## src/rtl/dec2_serial_mac.sv

```systemverilog
// dec2_serial_mac: one dec2 neuron evaluated serially over N_IN Q8.8 activations.
// Each accepted activation is multiplied by its weight and summed into a wide
// accumulator. The bias is then added, the sum is rounded half toward +inf,
// saturated to DATA_WIDTH, and one result per frame is presented on a
// valid/ready output.
// Optional build macro: DEC2_RELU_EN. When defined, negative results are clamped
// to zero after saturation. Timing is the same with or without it.
module dec2_serial_mac #(
  parameter int DATA_WIDTH = 16,
  parameter int N_IN       = 16,
  parameter int FRAC       = 8,
  parameter int ACC_WIDTH  = 40
) (
  input  logic                       clk,
  input  logic                       rst_n,
  input  logic [N_IN*DATA_WIDTH-1:0] w_flat,
  input  logic [DATA_WIDTH-1:0]      bias,
  input  logic                       in_valid,
  output logic                       in_ready,
  input  logic [DATA_WIDTH-1:0]      in_data,
  output logic                       out_valid,
  input  logic                       out_ready,
  output logic [DATA_WIDTH-1:0]      out_data
);

  localparam int CNT_W  = (N_IN > 1) ? $clog2(N_IN) : 1;
  localparam int PROD_W = 2 * DATA_WIDTH;

  localparam logic [CNT_W-1:0] CNT_LAST = CNT_W'(N_IN - 1);

  // Saturation limits of a DATA_WIDTH signed value, widened to accumulator width
  localparam logic signed [ACC_WIDTH-1:0] SAT_MAX =
    {{(ACC_WIDTH - DATA_WIDTH + 1){1'b0}}, {(DATA_WIDTH - 1){1'b1}}};
  localparam logic signed [ACC_WIDTH-1:0] SAT_MIN =
    {{(ACC_WIDTH - DATA_WIDTH + 1){1'b1}}, {(DATA_WIDTH - 1){1'b0}}};

  // Half an LSB of the result, added before the floor shift
  localparam logic signed [ACC_WIDTH-1:0] ROUND_K =
    ACC_WIDTH'(1) << (FRAC - 1);

  typedef enum logic [1:0] {
    ST_ACC   = 2'd0,
    ST_FINAL = 2'd1,
    ST_OUT   = 2'd2
  } state_t;

  state_t state;
  state_t next_state;

  logic [CNT_W-1:0]            cnt;
  logic signed [ACC_WIDTH-1:0] acc;
  logic                        in_ready_q;
  logic [DATA_WIDTH-1:0]       out_q;

  logic                        in_fire;
  logic                        out_fire;
  logic                        last_in;
  logic                        acc_en;
  logic                        acc_clr;
  logic                        load_out;

  logic signed [DATA_WIDTH-1:0] w_cur;
  logic signed [PROD_W-1:0]     prod;
  logic signed [ACC_WIDTH-1:0]  prod_ext;
  logic signed [ACC_WIDTH-1:0]  bias_ext;
  logic signed [ACC_WIDTH-1:0]  round_sum;
  logic signed [ACC_WIDTH-1:0]  shifted;
  logic [DATA_WIDTH-1:0]        result;

  // in_ready comes straight from a flop, so out_ready never reaches it combinationally
  assign in_ready  = in_ready_q;
  assign out_valid = (state == ST_OUT);
  assign out_data  = out_q;

  assign in_fire  = in_valid & in_ready_q;
  assign out_fire = out_valid & out_ready;
  assign last_in  = in_fire && (cnt == CNT_LAST);

  // Weight selection and full-precision signed product for the current activation
  always_comb begin
    w_cur    = w_flat[int'(cnt) * DATA_WIDTH +: DATA_WIDTH];
    prod     = $signed(in_data) * w_cur;
    prod_ext = {{(ACC_WIDTH - PROD_W){prod[PROD_W-1]}}, prod};
  end

  // Bias add, round half toward +inf, saturate and optional ReLU
  always_comb begin
    bias_ext  = {{(ACC_WIDTH - DATA_WIDTH){bias[DATA_WIDTH-1]}}, bias};
    round_sum = acc + (bias_ext <<< FRAC) + ROUND_K;
    shifted   = round_sum >>> FRAC;
    result    = shifted[DATA_WIDTH-1:0];
    if (shifted > SAT_MAX) begin
      result = SAT_MAX[DATA_WIDTH-1:0];
    end else if (shifted < SAT_MIN) begin
      result = SAT_MIN[DATA_WIDTH-1:0];
    end
`ifdef DEC2_RELU_EN
    if (result[DATA_WIDTH-1]) begin
      result = '0;
    end
`else
    result = result;
`endif
  end

  // Next-state and datapath strobes
  always_comb begin
    next_state = state;
    acc_en     = 1'b0;
    acc_clr    = 1'b0;
    load_out   = 1'b0;
    case (state)
      ST_ACC: begin
        acc_en = in_fire;
        if (last_in) begin
          next_state = ST_FINAL;
        end
      end
      ST_FINAL: begin
        load_out   = 1'b1;
        next_state = ST_OUT;
      end
      ST_OUT: begin
        if (out_fire) begin
          acc_clr    = 1'b1;
          next_state = ST_ACC;
        end
      end
      default: begin
        next_state = ST_ACC;
        acc_clr    = 1'b1;
      end
    endcase
  end

  // State register; in_ready is registered from the next state so it stays low in reset
  always_ff @(posedge clk or negedge rst_n) begin
    if (!rst_n) begin
      state      <= ST_ACC;
      in_ready_q <= 1'b0;
    end else begin
      state      <= next_state;
      in_ready_q <= (next_state == ST_ACC);
    end
  end

  // Activation index: advances per accepted activation, wraps after the last one
  always_ff @(posedge clk or negedge rst_n) begin
    if (!rst_n) begin
      cnt <= '0;
    end else if (last_in) begin
      cnt <= '0;
    end else if (in_fire) begin
      cnt <= cnt + CNT_W'(1);
    end
  end

  // Accumulator: sums products during the frame, cleared once the result is taken
  always_ff @(posedge clk or negedge rst_n) begin
    if (!rst_n) begin
      acc <= '0;
    end else if (acc_clr) begin
      acc <= '0;
    end else if (acc_en) begin
      acc <= acc + prod_ext;
    end
  end

  // Result register: loaded in FINAL, held through any downstream stall
  always_ff @(posedge clk or negedge rst_n) begin
    if (!rst_n) begin
      out_q <= '0;
    end else if (load_out) begin
      out_q <= result;
    end
  end

endmodule
```

## config.mk

```make
export PLATFORM = sky130hd
export DESIGN_NAME = dec2_serial_mac
export DESIGN_NICKNAME = d
export VERILOG_FILES = /design/src/rtl/dec2_serial_mac.sv
export SDC_FILE = /design/constraint.sdc
export NUM_CORES = 1
export LEC_CHECK = 0
export ABC_AREA = 0
export BUFFER_PORTS_ARGS = -buffer_cell sky130_fd_sc_hd__buf_2
export CORE_MARGIN = 4
export CORE_UTILIZATION = 60
export CTS_BUF_LIST = sky130_fd_sc_hd__clkbuf_8
export CTS_CLUSTER_DIAMETER = 80
export DETAILED_ROUTE_END_ITERATION = 12
export GPL_ROUTABILITY_DRIVEN = 1
export PLACE_DENSITY = 0.92
export SYNTH_ARGS = -nofsm -noshare
export SYNTH_HDL_FRONTEND = slang
export SYNTH_SLANG_ARGS = --single-unit
```

## constraint.sdc

```tcl
create_clock -name clk -period 26.3 [get_ports clk]
set_input_delay 3.945 -clock clk [delete_from_list [all_inputs] [get_ports clk]]
set_output_delay 3.945 -clock clk [all_outputs]
set_load 0.01 [all_outputs]
```

==> summary.txt, run 1 <==
Run
  • MaxCap Viol Count: 0

Clocking
  • CTS tree: done
  • CTS max path bufs: 2
  • CTS Buf Count: 9
  • Clock latency on the worst-skew pair: 0.37 ns
  • Post-CTS Resized: 0
  • Number of setup buffers added after CTS: 0
  • Hold buffers post-CTS: 0
  • Root buffer cell: clkbuf_8
  • CTS Sinks: 63
  • Clock transition at path regs: 0.08 ns
  • H-tree Lvls: 3

Layout
  • Area of the multi-input gates: approximately 0.015 mm2
  • Final Cell Area: 0.0206 mm2
  • Ratio of cells with drive above 1 in the final layout: 0.204
  • Filler Cells Inserted: 2,344
  • Sequential cell area: 0.00158 mm2
  • Syn-to-layout area delta: 11.1%
  • Fin nets: 2,966

Timing
  • Pins Over Slew Limit: 0
  • Least-Margin Pin Slew: approximately 1 ns
  • Unrepaired setup endpoints after global routing: no
  • Worst Slack Setup Final: ~15 ns
  • Final setup violation count: 0
  • Setup TNS Final: 0 ns
  • Tmin final: 11.59 ns
  • Fin crit share: 0.441
  • Relative slew margins: 0.336
  • Fin Clk Skew: 0.0279 ns
  • Worst Hold Margin: 0.502 ns
  • Fin. Hold Viols: 0
  • Peak Freq: 86.3 MHz

Worst setup path
  • Crit end category: flip-flop
  • Crit Path Category: primary input to flip-flop
  • Crit-path max FO: 16
  • Critical Path AT: 11.83 ns
  • Critical Path Start Type: primary input
  • Data required, critical path: ~27 ns
  • Worst R2R Start: cnt[0]
  • Worst setup path startpoint: w_flat[2]

Floorplanning
  • Num rows: 64
  • IO Pins: 310
  • Initial Util: 0.607
  • Die Ht: between 150 and 200 um
  • Die ar.: around 0.034 mm2
  • CORE AREA: 0.0306 mm2
  • Die W: 184 um

Routing
  • Routed wire length: 56,600 um
  • DRC: 0
  • Avg WL per Cell: 21.7 um
  • Post-DRT Antenna Nets: 0
  • 1st-pass router iterations: 6
  • Vias per cell: 5.97
  • Via Count: 15.6k
  • Initial DRC count: 1,146

Min path
  • Worst hold path startpoint: out_data[15]
  • Worst min-delay path category: flip-flop to flip-flop

GRT
  • Gr usage total: 0.346
  • Vias in the first global route: roughly 17k
  • Global-route wire length before repair: 90,800 um
  • Initial antenna violation count: 12
  • Largest net degree at the start of global routing: approximately 70
  • Overflow after GRT: 0

Placed design
  • Placer Congestion: 1.09
  • Pre-CTS worst setup slack: around 14 ns
  • Post-DP HPWL: 47,600 um
  • Port Buffer Count: 309
  • Placed Area: 0.0204 mm2

Synthesis
  • Post-synth top cells: 414 x inv_1, 331 x fa_1, 180 x nand2_1
  • Synth Flop Type: dfrtp_1
  • #FFs+latches synth: 63
  • Syn Std Cell Area: 0.0186 mm2
  • Syn avg cell area: 9.58 um2
  • Area contributors post-synth: fa_1 36%, ha_1 9.9%, mux4_2 9.6%, dfrtp_1 8.5%, inv_1 8.4%
  • Gate Count Post-Synth: approximately 1.9k
  • Sequential-to-total area share from yosys stat: 0.0850
  • Cell taking the most area after synthesis: fa_1
  • Syn Nets: 2,707
  • Yosys warns: 0
  • Post-synth top area share: 0.357
  • Synth cell types: 72
  • Leading cell type by number of instances after synthesis: inv_1
  • Post-synth ARST share: 1.00
  • Post-synth EDFFs: 0

Outcome
  • Status: complete, no violations
-- worst max-delay path, cell delays in order --
cell	delay [ns]
buf_2	0.14
mux4_2	0.53
mux4_2	0.68
nand2_1	0.20
fa_1	0.45
inv_1	0.25
fa_1	0.48
inv_1	0.10
fa_1	0.43
inv_1	0.09
fa_1	0.42
fa_1	0.52
inv_1	0.07
fa_1	0.54
inv_1	0.04
ha_1	0.32
a21o_1	0.22
a21o_1	0.17
a21o_1	0.18
a221oi_1	0.37
nor2_1	0.10
a211oi_1	0.26
o31ai_1	0.21
a221o_1	0.38
a221oi_1	0.37
mux2i_1	0.26
nand3_1	0.10
-- final timing paths --
check,slack (ns),endpoint,cells after the start
setup / recovery,14.71,acc[37],27
hold / removal,0.50,out_data[15],2
setup reg to reg,16.80,acc[37],27
hold reg to reg,0.50,out_data[15],2
max in group asynchronous,21.97,cnt[0],2
min in group asynchronous,3.75,state[1],2
-- cells in the final DEF (no fill, tap or decap), types with 5 or more instances in the layout --
cell	instances
a211oi_1	8
a21o_1	34
a21oi_1	75
a21oi_2	10
a31oi_1	6
and2_1	139
and3_1	10
buf_2	309
buf_4	11
clkbuf_8	10
dfrtp_1	61
diode_2	10
fa_1	331
ha_1	147
inv_1	415
mux2i_1	6
mux4_2	79
nand2_1	180
nand2b_1	9
nand3_1	15
nand4_1	5
nor2_1	67
nor2b_1	9
nor3_1	14
nor3b_1	8
o211ai_1	8
o21a_1	13
o21ai_0	54
o21ai_1	12
o21bai_1	10
o31ai_1	6
xnor2_1	39
xor2_1	22
-- layer usage --
layer	share of wire	GRT usage	vias up	wire, um
met5	0.00046	0	-	26
met4	0.059	0.174	4	3330
met3	0.10	0.109	224	5830
met2	0.46	0.544	864	26100
met1	0.38	0.436	7735	21300
li1	-	-	6744	-
-- layout make-up --
cell class	count	share of cell area
Timing Repair Buffer	320	0.0790
Clock inverter	6	0.00297
Tap cell	396	0.0240
Multi-Input combinational cell	1388	0.734
Clock buffer	10	0.00667
Inverter	414	0.0754
Antenna cell	10	0.00121
Sequential cell	63	0.0767
-- metrics by stage --
stage | util | instances
CTS | 0.673 | 2597
detailed placement | 0.667 | 2581
global route | 0.674 | 2599
global placement | 0.667 | 2581
finish | 0.674 | 2607
floorplan | - | 1937
-- sequential cells by signal, indices dropped and copies added (netlist names) --
register	cells
state	2
cnt	4
out_data	16
acc	40
in_ready	1
-- cells by family (layout without fill, tap and decap cells) --
| kind of cell | Yosys count | count (layout) | synth area share |
|---|---|---|---|
| XOR/XNOR | 62 | 62 | 0.0297 |
| multiplexers | 87 | 87 | 0.100 |
| AO/OA/AOI/OAI | 283 | 283 | 0.102 |
| adder cells (fa/ha/maj) | 478 | 478 | 0.456 |
| buffers and inverters | 486 | 750 | 0.0996 |
| other | 0 | 10 | 0 |
| flip-flops | 63 | 63 | 0.0850 |
| AND/OR/NAND/NOR | 478 | 478 | 0.128 |
Power of run 1 is not shown: default switching activity piles up to over one toggle a cycle in this logic, so the estimate is an artifact.
==> run 2, diff against run 1 <==
Settings changed: ABC_AREA 0 to 1.
Clock period 26.3 ns to 11.1 ns, I/O delays scaled along.
==> summary.txt, run 2 <==
Routing
  • Initial DRC count: 1,845 (+61%)
  • Via Count: 19.9k (+28%)
  • 1st-pass router iterations: 7 (+1)
  • Post-DRT Antenna Nets: 0 (unchanged)
  • Avg WL per Cell: 19.6 um (-9.6%)
  • Vias per cell: 5.71 (-4.5%)
  • DRC: 0 (unchanged)
  • Routed wire length: 68,300 um (+21%)

Synthesis
  • Post-synth top cells: 609 x inv_1, 540 x nand2_1, 411 x nor2_1
  • Synth cell types: 49 (-32%)
  • Mux share of post-synthesis cell area: 0 (-0.100)
  • #FFs+latches synth: 63 (unchanged)
  • Cell taking the most area after synthesis: fa_1
  • Post-Synth Simple-Gate Area: 0.217 (+0.0890)
  • Largest family of logic cells by synthesized area: adder cells
  • Post-synth EDFFs: 0 (unchanged)
  • Yosys warns: 0 (unchanged)
  • Post-synth ARST share: 1.00 (unchanged)
  • Compound-Gate Fraction of Synth Area: 0.127 (+0.0257)
  • Sequential-to-total area share from yosys stat: 0.0795 (-0.00549)
  • Area contributors post-synth: fa_1 33%, inv_1 12%, nand2_1 10%, ha_1 9.3%, dfrtp_1 7.9%
  • Xor/xnor share of the synthesized area: 0.0119 (-0.0177)
  • Post-Synth Adder-Cell Area: 0.427 (-0.0295)
  • Syn Std Cell Area: 0.0198 mm2 (+6.9%)
  • Post-synth top area share: 0.334 (-0.0231)
  • Syn Nets: 3,555 (+31%)
  • Syn avg cell area: 7.12 um2 (-26%)
  • Gate Count Post-Synth: 2,785 (+44%)
  • Synth Flop Type: dfrtp_1
  • Leading cell type by number of instances after synthesis: inv_1

Timing
  • Fin. Hold Viols: 0 (unchanged)
  • Fin crit share: 0.829
  • Fin Clk Skew: 0.0197 ns (-0.00816 ns)
  • Final setup violation count: 0 (unchanged)
  • Unrepaired setup endpoints after global routing: no
  • Peak Freq: 109 MHz
  • Relative slew margins: 0.245 (-0.0913)
  • Pins Over Slew Limit: 0 (unchanged)
  • Setup TNS Final: 0 ns (unchanged)
  • Tmin final: 9.20 ns
  • Least-Margin Pin Slew: 1.13 ns (+0.137 ns)

Worst setup path
  • Crit Path Category: flip-flop to flip-flop
  • Data required, critical path: 11.34 ns (-15.20 ns)
  • Critical path's most frequent cell: inv_1
  • Critical Path Start Type: flip-flop
  • CP peak stage delay: 0.82 ns (+0.14 ns)
  • CP max stage cell: inv_1
  • Critical Path AT: 9.45 ns (-2.38 ns)
  • Crit-path max FO: 41 (+25)
  • Crit end category: flip-flop

GRT
  • Gr usage total: 0.383 (+0.0371)
  • Initial antenna violation count: 6 (-6)
  • Vias in the first global route: 20.3k (+21%)
  • Largest net degree at the start of global routing: 73 (+5.8%)
  • Global-route wire length before repair: 108,000 um (+19%)
  • Overflow after GRT: 0 (unchanged)

Floorplanning
  • Die ar.: 0.0360 mm2 (+6.6%)
  • Die W: 190 um (+3.2%)
  • CORE AREA: 0.0325 mm2 (+6.4%)
  • Num rows: 66 (+3.1%)
  • Die Ht: 190 um (+3.2%)
  • IO Pins: 310 (unchanged)
  • Initial Util: 0.610 (+0.00308)

Layout
  • Most common cell after layout, fill and taps aside: inv_1
  • Filler Cells Inserted: 2,795 (+19%)
  • Top reg by flops: acc
  • Largest register FFs: 40 (unchanged)
  • Ratio of cells with drive above 1 in the final layout: 0.126 (-0.0785)
  • Fin nets: 3,800 (+28%)
  • Syn-to-layout area delta: 10.2%
  • Post-Route Utilization: 0.672 (-0.00212)
  • Commonest non-fill, non-tap cells in the layout: 608 x inv_1, 540 x nand2_1, 411 x nor2_1

Clocking
  • Post-CTS Resized: 0 (unchanged)
  • CTS max path bufs: 2 (unchanged)
  • Root buffer cell: clkbuf_8
  • Clock transition at path regs: 0.10 ns (+0.02 ns)
  • CTS tree: done
  • CTS Sinks: 63 (unchanged)
  • Number of setup buffers added after CTS: 0 (unchanged)
  • CTS Buf Count: 9 (unchanged)
  • Clock latency on the worst-skew pair: 0.37 ns (about the same)
  • H-tree Lvls: 3 (unchanged)
  • Hold buffers post-CTS: 0 (unchanged)

Placed design
  • Placer Congestion: 1.07 (-2.4%)
  • Post-DP HPWL: 58,800 um (+23%)
  • Port Buffer Count: 309 (unchanged)

Run
  • MaxCap Viol Count: 0 (unchanged)

Min path
  • Worst min-delay path category: flip-flop to flip-flop

Outcome
  • Status: complete, no violations
-- run 2: final cells by class --
class / count / area (um2) / share of cell area
Antenna cell: 3 / 7.51 / 0.000343
Clock buffer: 9 / 124 / 0.00566
Clock inverter: 7 / 75.1 / 0.00343
Inverter: 628 / 2360 / 0.108
Multi-Input combinational cell: 2007 / 15500 / 0.710
Sequential cell: 63 / 1580 / 0.0723
Tap cell: 442 / 553 / 0.0253
Timing Repair Buffer: 321 / 1640 / 0.0748
-- run 2: worst max-delay path, delay by kind of cell, from the launching register on --
kind,cells,cell delay [ns]
adder cells (fa/ha/maj),7,3.74
AND/OR/NAND/NOR,9,1.88
AO/OA/AOI/OAI,5,0.61
flip-flops,1,0.42
buffers and inverters,10,2.41
-- run 2: metal layers --
layer / track usage / routed length, um / vias up
met1: 0.485 / 25600 / 9490
met2: 0.625 / 31900 / 1089
met5: 0 / 40 / -
li1: - / - / 9035
met4: 0.178 / 3850 / 6
met3: 0.0945 / 6890 / 238
-- run 2: path summary, 6_finish.rpt --
check / startpoint / endpoint / slack, ns / depth (start not counted)
max: cnt[1] / acc[38] / 1.90 / 31
min reg2reg: out_data[15] / out_data[15] / 0.50 / 2
max in group asynchronous: rst_n / cnt[0] / 8.94 / 2
min in group asynchronous: rst_n / acc[4] / 1.48 / 2
max reg2reg: cnt[1] / acc[38] / 1.90 / 31
min: out_data[15] / out_data[15] / 0.50 / 2
-- run 2: logic make-up after synthesis --
family          after synthesis
compound gates              427
xor+xnor                     27
fa+ha+maj                   478
buf+inv                     715
flops                        63
simple gates               1075
-- run 2: stage by stage --
stage | worst slack [ns] | area [um2] | hold slack, ns | instances
2_1_floorplan | 3.46 | 19800 | 0.459 | 2785
3_3_place_gp | 2.12 | 21700 | 0.469 | 3461
3_5_place_dp | 1.96 | 21700 | 0.481 | 3461
4_1_cts | 2.07 | 21900 | 0.503 | 3477
5_1_grt | 1.31 | 21900 | 0.534 | 3479
6_report | 1.90 | 21900 | 0.501 | 3480
Power of run 2 is left out for the same reason.
==> run 3, diff against run 2 <==
Settings changed: CORE_UTILIZATION 60 to 55, PLACE_DENSITY 0.92 to 0.89.
Clock period 11.1 ns to 7.91 ns, I/O delays scaled along.
==> summary.txt, run 3 (synthesis gave the netlist of run 2 again) <==
Worst setup path
  • Worst setup path startpoint: cnt[1]
  • R2R Setup Slk: 0.29 ns (-1.61 ns)
  • CP peak stage delay: 0.56 ns (-0.26 ns)
  • Critical Path Start Type: flip-flop
  • Data required, critical path: 8.20 ns (-3.14 ns)
  • Crit end category: flip-flop
  • Worst R2R Start: cnt[1]
  • Crit Path Category: flip-flop to flip-flop
  • CP max stage cell: fa_1
  • Crit-path max FO: 64 (+56%)
  • Worst R2R Path Depth: 35 (+13%)
  • RR Endpoint: acc[34]
  • Critical Path AT: 7.91 ns (-1.54 ns)
  • Critical path's most frequent cell: inv_1

Timing
  • Unrepaired setup endpoints after global routing: yes
  • Tmin final: 7.62 ns (-1.58 ns)
  • Relative slew margins: 0.146 (-0.0982)
  • Peak Freq: 131 MHz (+21%)
  • Least-Margin Pin Slew: 1.28 ns (+0.147 ns)
  • Fin crit share: 0.963 (+0.134)
  • Fin Clk Skew: 0.0171 ns (-0.00261 ns)
  • Fin. Hold Viols: 0 (unchanged)
  • Setup TNS Final: 0 ns (unchanged)
  • Pins Over Slew Limit: 0 (unchanged)
  • Final setup violation count: 0 (unchanged)
  • Worst Hold Margin: 0.500 ns (-0.000727 ns)

GRT
  • Largest net degree at the start of global routing: 81 (+11%)
  • Overflow after GRT: 0 (unchanged)
  • Vias in the first global route: 19.9k (-2.1%)
  • Gr usage total: 0.325 (-0.0583)
  • Global-route wire length before repair: 101,000 um (-6.5%)
  • Initial antenna violation count: 7 (+1)

Layout
  • Fin nets: 3,854 (+1.4%)
  • Filler Cells Inserted: 3,118 (+12%)
  • Top reg by flops: acc
  • Most common cell after layout, fill and taps aside: inv_1
  • Largest register FFs: 40 (unchanged)
  • Sequential cell area: 0.00158 mm2 (unchanged)
  • Syn-to-layout area delta: 13.4%
  • Area of the multi-input gates: 0.0156 mm2 (+0.40%)
  • Ratio of cells with drive above 1 in the final layout: 0.148 (+0.0221)
  • Commonest non-fill, non-tap cells in the layout: 607 x inv_1, 535 x nand2_1, 406 x nor2_1

Clocking
  • H-tree Lvls: 3 (unchanged)
  • CTS tree: done
  • CTS Buf Count: 9 (unchanged)
  • Clock transition at path regs: 0.09 ns (about the same)
  • CTS max path bufs: 2 (unchanged)
  • CTS Sinks: 63 (unchanged)
  • Clock latency on the worst-skew pair: 0.37 ns (about the same)
  • Root buffer cell: clkbuf_8
  • Hold buffers post-CTS: 0 (unchanged)

Routing
  • Initial DRC count: 2,036 (+10%)
  • Avg WL per Cell: 18.2 um (-7.4%)
  • Vias per cell: 5.63 (-1.4%)
  • Via Count: 20.0k (+0.81%)
  • Routed wire length: 64,700 um (-5.3%)
  • DRC: 0 (unchanged)
  • Post-DRT Antenna Nets: 0 (unchanged)
  • 1st-pass router iterations: 6 (-1)

Run
  • MaxCap Viol Count: 0 (unchanged)

Outcome
  • Status: complete, no violations

Min path
  • Worst hold path cell count: 2 (unchanged)
  • Worst hold path startpoint: out_data[15]
  • Worst Hold End: out_data[15]
  • Worst min-delay path category: flip-flop to flip-flop

Floorplanning
  • Die ar.: 0.0392 mm2 (+8.7%)
  • Die W: 198 um (+4.3%)
  • CORE AREA: 0.0356 mm2 (+9.3%)
  • IO Pins: 310 (unchanged)
  • Initial Util: 0.558 (-0.0520)
  • Die Ht: 198 um (+4.3%)
  • Num rows: 69 (+4.5%)

Placed design
  • Placer Congestion: 1.06 (-0.26%)
  • Post-DP HPWL: 54,300 um (-7.6%)
  • Port Buffer Count: 309 (unchanged)
-- run 3: cell types whose count changed in the layout (fill, tap and decap cells not counted), sizes merged --
cell / before / now
buf: 321 / 373
clkbuf: 9 / 11
clkinv: 15 / 13
inv: 619 / 617
diode: 3 / 8
clkinvlp: 0 / 4
-- run 3: worst max path at each step --
stage                         end
after floorplan           acc[37]
after global placement    acc[30]
after detailed placement  acc[24]
after CTS                 acc[24]
after global routing      acc[34]
final                     acc[34]
-- run 3: metal layers --
layer / GRT usage / vias to the layer above / part of all wire
li1: - / 9140 / -
met1: 0.407 / 9465 / 0.36
met2: 0.535 / 1184 / 0.47
met3: 0.0795 / 229 / 0.11
met4: 0.149 / 0 / 0.051
met5: 0 / - / 0
-- run 3: critical path: cells and delay by family (launching register included) --
kind	cells	cell delay (ns)
AND/OR/NAND/NOR	9	0.83
AO/OA/AOI/OAI	8	1.65
adder cells (fa/ha/maj)	7	3.40
buffers and inverters	11	1.13
flip-flops	1	0.45
-- run 3: area by class of cell --
type | instances | share of cell area
flip-flops and latches | 63 | 0.0703
multi-input cells | 2007 | 0.693
well taps | 461 | 0.0256
clock buffers | 9 | 0.00551
repair buffers | 375 | 0.0956
inverters | 628 | 0.105
diodes | 8 | 0.000890
clock inverters | 7 | 0.00356
-- run 3: repair_timing --
action / CTS / global route
buffers inserted: 0 / 1
hold endpoints to repair: 0 / 0
resized for setup: 0 / 32
setup endpoints to repair: 0 / 21
-- run 3: per-stage QoR --
stage	worst slack, ns	util	instance area [um2]	instances
after global routing	-0.0129	0.632	22500	3557
final	0.289	0.632	22500	3558
after global placement	0.128	0.622	22100	3531
after floorplan	0.751	-	19800	2785
after CTS	0.215	0.628	22300	3547
after detailed placement	0.0493	0.622	22100	3531
Power of run 3 is left out for the same reason.
